File: config.mk
export PLATFORM = sky130hd
export DESIGN_NAME = register_s_flat
export DESIGN_NICKNAME = d
export VERILOG_FILES = /design/src/rtl/register_s_pkg.sv /design/src/rtl/register_s_if.sv /design/src/rtl/register_s.sv /design/src/flat_wrapper.sv
export SDC_FILE = /design/constraint.sdc
export NUM_CORES = 1
export LEC_CHECK = 0
export ABC_AREA = 0
export BUFFER_PORTS_ARGS = -buffer_cell sky130_fd_sc_hd__buf_2
export CORE_AREA = 2 2 39 41
export DETAILED_ROUTE_END_ITERATION = 16
export DIE_AREA = 0 0 41 43
export GPL_TIMING_DRIVEN = 0
export PLACE_DENSITY_LB_ADDON = 0.12
export SLEW_MARGIN = 20
export SYNTH_ARGS = -nofsm -noshare
export SYNTH_HDL_FRONTEND = slang
export SYNTH_SLANG_ARGS = --single-unit
File: constraint.sdc
create_clock -name clk -period 1.9 [get_ports clk]
set_clock_uncertainty 0.15 [all_clocks]
set_input_delay 0.095 -clock clk [delete_from_list [all_inputs] [get_ports clk]]
set_output_delay 0.095 -clock clk [all_outputs]
set_load 0.02 [all_outputs]
File: src/rtl/register_s_pkg.sv
// Shared constants for the register file built from register_s leaves.
// The register file uses these to build two banks of four registers.
package register_s_pkg;

  // Default data width of one register.
  localparam int DEF_WIDTH = 10;

  // Default reset value, kept at 64 bits and truncated per instance.
  localparam logic [63:0] DEF_RESET_VAL = 64'd0;

  // Register file organisation.
  localparam int NUM_BANKS      = 2;
  localparam int REGS_PER_BANK  = 4;
  localparam int NUM_REGS       = NUM_BANKS * REGS_PER_BANK;

endpackage

File: src/rtl/register_s_if.sv
// Load bus for one register_s leaf. The master drives the load request,
// and the slave returns the stored value plus status.
interface register_s_if
  import register_s_pkg::*;
#(
  parameter int WIDTH = DEF_WIDTH
) ();

  logic             en;
  logic [WIDTH-1:0] din;
  logic [WIDTH-1:0] dout;
  logic             valid;
  logic             wr_ack;

  modport master (
    output en,
    output din,
    input  dout,
    input  valid,
    input  wr_ack
  );

  modport slave (
    input  en,
    input  din,
    output dout,
    output valid,
    output wr_ack
  );

endinterface

File: src/rtl/register_s.sv
// Single loadable storage register with a sticky "loaded" flag and a
// one-cycle write acknowledge. It is a leaf: address decode and read
// multiplexing belong to the parent register file.
module register_s
  import register_s_pkg::*;
#(
  parameter int          WIDTH     = DEF_WIDTH,
  parameter logic [63:0] RESET_VAL = DEF_RESET_VAL
) (
  input  logic         clk,
  input  logic         rst,
  register_s_if.slave  bus
);

  // Reset value reduced to the register width.
  localparam logic [WIDTH-1:0] RST_DATA = RESET_VAL[WIDTH-1:0];

  logic [WIDTH-1:0] data_p0;
  logic             vld_p0;
  logic             ack_p0;

  // Storage update: reset wins over load; the stored word itself is reset
  // because dout must show RESET_VAL right after the reset edge.
  always_ff @(posedge clk) begin
    if (rst) begin
      data_p0 <= RST_DATA;
      vld_p0  <= 1'b0;
      ack_p0  <= 1'b0;
    end else begin
      if (bus.en) begin
        data_p0 <= bus.din;
        vld_p0  <= 1'b1;
      end
      ack_p0 <= bus.en;
    end
  end

  // ---- stage p0 boundary: outputs come straight from the registers ----
  assign bus.dout   = data_p0;
  assign bus.valid  = vld_p0;
  assign bus.wr_ack = ack_p0;

endmodule

File: src/flat_wrapper.sv
// flat-port wrapper written by rule: the top's interface ports become plain ports
module register_s_flat import register_s_pkg::*;
#(
  parameter int          WIDTH     = DEF_WIDTH,
  parameter logic [63:0] RESET_VAL = DEF_RESET_VAL
)
  (clk, rst, bus_en, bus_din, bus_dout, bus_valid, bus_wr_ack);
  register_s_if #(.WIDTH(WIDTH)) bus_i ();
  input  logic clk;
  input  logic rst;
  input wire logic [$bits(bus_i.en)-1:0] bus_en;
  input wire logic [$bits(bus_i.din)-1:0] bus_din;
  output wire logic [$bits(bus_i.dout)-1:0] bus_dout;
  output wire logic [$bits(bus_i.valid)-1:0] bus_valid;
  output wire logic [$bits(bus_i.wr_ack)-1:0] bus_wr_ack;
  assign bus_i.en = bus_en;
  assign bus_i.din = bus_din;
  assign bus_dout = bus_i.dout;
  assign bus_valid = bus_i.valid;
  assign bus_wr_ack = bus_i.wr_ack;
  register_s #(.WIDTH(WIDTH), .RESET_VAL(RESET_VAL)) u_core (.clk(clk), .rst(rst), .bus(bus_i));
endmodule
Word level (Yosys, flattened, before mapping)
Cells that the tools add are included.
Widths: inputs -> output; s select.
{"block": "totals", "ff_bits": 12, "in_bits": 13}

Depth between registers and ports, before layout
{"block": "logic_depth", "depth_word": 0, "ltp_mapped": 3, "depth_no_buf": 2}

Least setup slack after synthesis
No wires, ideal clock.
{"block": "synth_path", "kind": "register to register", "start": "reg, netlist name u_core.bus.dout[0]", "end": "reg u_core.data_p0[0] (netlist: u_core.bus.dout[0])", "setup_ns": 0.064, "t_arrival_ns": 0.581, "setup_slack_ns": 1.105, "path_stages_with_launch": 3, "path_buffers": 0, "period_less_slack_ns": 0.795, "path_cell_list": "dfxtp_1 mux2i_1 nor2_1"}
{"item": "end signal: assignment", "line": "register_s.sv:31", "source": "data_p0 <= bus.din;"}
{"item": "end: declaration", "line": "register_s.sv:18", "source": "logic [WIDTH-1:0] data_p0;"}

==> metrics.md <==
| Metric | Value |
|---|---|
| Routed Wire Length | 1.002 mm |
| GP Congestion | 0.6765 |
| Slowest-stage cell, CP | dlygate4sd3_1 |
| Crit-path max FO | 1 |
| Maximum clock path buffer count | 2 |
| I/O Pins | 25 |
| Vias after detailed routing | 392 |
| Final Cycle Share | 0.7657 |
| Gr busiest metal | met2 |
| H-tree levels | 1 |
| Hold path startpoint | bus_en |
| Share of cells above drive strength 1 | 0.3766 |
| Switching part of the total | 0.2520 |
| Finished layout cell area | 700.7 sq um |
| Reg-to-Reg Start | u_core.bus.dout[8]$_SDFFE_PP0P_ |
| Total core area | 1384 sq um |
| Clk Latency, worst-skew pair | 0.27 ns |
| CP bufs+invs | 3 |
| Chip width | 41 um |
| Crit path DAT | 1.47 ns |
| Die Span Y | 43 um |
| Hold EP | u_core.bus.wr_ack$_SDFF_PP0_ |
| Hold Vio Cnt, Final | 0 |
| Syn Nets | 50 |
| Clock transition at path regs | 0.06 ns |
| Total gr overflow | 0 |
| Ant diodes | 0 |
| Buffers on Ports | 24 |
| Sum of net half-perimeters after detailed placement | 597.1 um |
| Leakage power | 0.3656 nW |
| Routed len/inst | 10.77 um |
| Post-route setup TNS | 0 ns |
| Status | finished, final reports clean |
| Final Setup Violations | 0 |
| Antenna Nets Post-Route | 0 |
| Met2 global-route usage | 0.2000 |
| Cells after DPL | 77 |
| Max-slew violation count | 0 |
| Most frequent CP cell | dlygate4sd3_1 |
| Drc violations | 0 |
| Synthesis-stage register bit count | 12 |
| Critical path data required time | 1.92 ns |
| WS Path Type | in2reg |
| Final hold slack | 0.1292 ns |
| WHS Path Cells | 3 |
| Power per cell area | 750.7 nW/um^2 |
| Pint | 0.3934 mW |
| Hold Crit Class | in2reg |
| Post-synthesis to final-layout area growth | 71.78% |
| Worst r2r path cells | 3 |
| Part of the Yosys area used for sequential elements | 0.5890 |
| Worst path max stage delay | 0.57 ns |
| Yosys warnings | 0 |
| CP delay by family, top | buffers and inverters |
| Sequential Power Share | 0.518 |
| Reg-to-reg slack, setup | 0.63 ns |
| Final net count | 92 |
| Pin count of the biggest net entering global routing | 11 |
| Crit path launch type | input pin |
| DIE AREA | 1763 sq um |
| Switching component of the power | 0.1325 mW |
| Number of global-route vias before repair | 358 |
| Gate power share | 0.193 |
| Fmax | 0.6874 GHz |
| GR Util met3 | 0.07853 |
| Vias per cell | 4.215 |
| CTS tree | done |
| Post-Syn Area | 407.9 sq um |
| Crit end category | flop |
| Post-layout minimum cycle time | 1.455 ns |
| Worst-margin pin slew | 0.1297 ns |
| Crit-path cells | dlygate4sd3_1 -> buf_2 -> mux2i_1 -> dlygate4sd3_1 -> nor2_1 |
| Placed Area | 548.0 sq um |
| Mapped Cells | 37 |
| Yosys cell types | 6 |
| Num rows | 14 |
| Post_cts resized | 0 |
| Clk root buf | clkbuf_4 |
| Max_slew headroom | 0.9110 |
| RR Endpoint | u_core.bus.dout[8]$_SDFFE_PP0P_ |
| Num CTS Buffers | 3 |
| CTS Sinks | 12 |
| Met1 Use GR | 0.1340 |
| GRT Total Usage | 0.1332 |
| Clock network power share | 0.288 |
| Initial core utilization | 0.2948 |
| Initial antenna violation count | 0 |
| Synth Area per Inst | 11.02 sq um |
| Max Cap Violations | 0 |
| 1st-pass router iterations | 1 |
| Post-route insts no fill | 93 |
| DRT iter0 DRCs | 0 |
| First-pass GRT wire length | 1.455 mm |
| RSZ-0062 raised after global routing | false |
| VDD IR-drop max | 0.4767 mV |
## power groups by stage
stage / combinational (mW) / clock [mW] / sequential, mW
after floorplan: 0.0276 / 0 / 0.298
after global placement: 0.0790 / 0 / 0.278
after detailed placement: 0.0802 / 0 / 0.278
after CTS: 0.102 / 0.158 / 0.273
after global routing: 0.111 / 0.172 / 0.274
final: 0.102 / 0.152 / 0.273
## layout make-up
class	instances	area, sq um
repair buffers	37	250.2
multi-input cells	23	151.4
plain buffers	2	16.27
well taps	16	20.02
fillers	142	683.2
clock buffers	3	22.52
flip-flops and latches	12	240.2
## layout by cell type (no fill, tap or decap)
cell type and count:
dlygate4sd3_1 13, dfxtp_1 12, buf_6 1, clkbuf_4 3
mux2i_1 10, buf_2 25, nor2_1 12, nor2b_1 1
## sequential cells by signal (all words and copies together), names as in the netlist
signal and count:
u_core.bus.valid 1, u_core.bus.wr_ack 1, u_core.bus.dout 10
## cells by family after synthesis
logic type / Yosys count / synth area share
AND/OR/NAND/NOR: 13 / 0.1258
flip-flops: 12 / 0.5890
multiplexers: 10 / 0.2454
buffers and inverters: 2 / 0.03986
## how the worst max path moves through the flow
stage	from	to	slack, ns	cells past startpoint
detailed placement	bus_en	u_core.bus.dout[6]$_SDFFE_PP0P_	0.97	4
global placement	bus_en	u_core.bus.dout[4]$_SDFFE_PP0P_	0.98	4
finish	bus_din[8]	u_core.bus.dout[8]$_SDFFE_PP0P_	0.45	5
global route	bus_din[8]	u_core.bus.dout[8]$_SDFFE_PP0P_	0.39	5
CTS	bus_din[8]	u_core.bus.dout[8]$_SDFFE_PP0P_	0.46	5
floorplan	u_core.bus.dout[0]$_SDFFE_PP0P_	u_core.bus.dout[0]$_SDFFE_PP0P_	1.10	2
## timing repair
item,4_1_cts,5_1_grt
hold endpoints to repair,11,0
buffers inserted,0,0
hold buffers,13,0
## layer usage
layer	up-vias	routed length, um
met2	15	479
li1	200	-
met3	2	90
met4	0	10
met1	175	420
met5	-	0
## stage by stage
stage          total power, mW    util  setup WS (ns)
6_report                0.5260  0.5063         0.4452
5_1_grt                 0.5574  0.5063         0.3885
4_1_cts                 0.5333  0.5063         0.4619
3_5_place_dp            0.3586  0.3960         0.9712
3_3_place_gp            0.3575  0.3960         0.9846
2_1_floorplan           0.3256       -          1.105
## worst min-delay path, cell delays in order
cell     delay (ns)
buf_2          0.13
buf_6          0.15
nor2b_1        0.13
## synth_stat cells
master | count | area share
nor2b_1 | 1 | 0.015
buf_6 | 1 | 0.028
mux2i_1 | 10 | 0.25
dfxtp_1 | 12 | 0.59
buf_2 | 1 | 0.012
nor2_1 | 12 | 0.11
No activity file was read; power rests on OpenSTA's default activity.
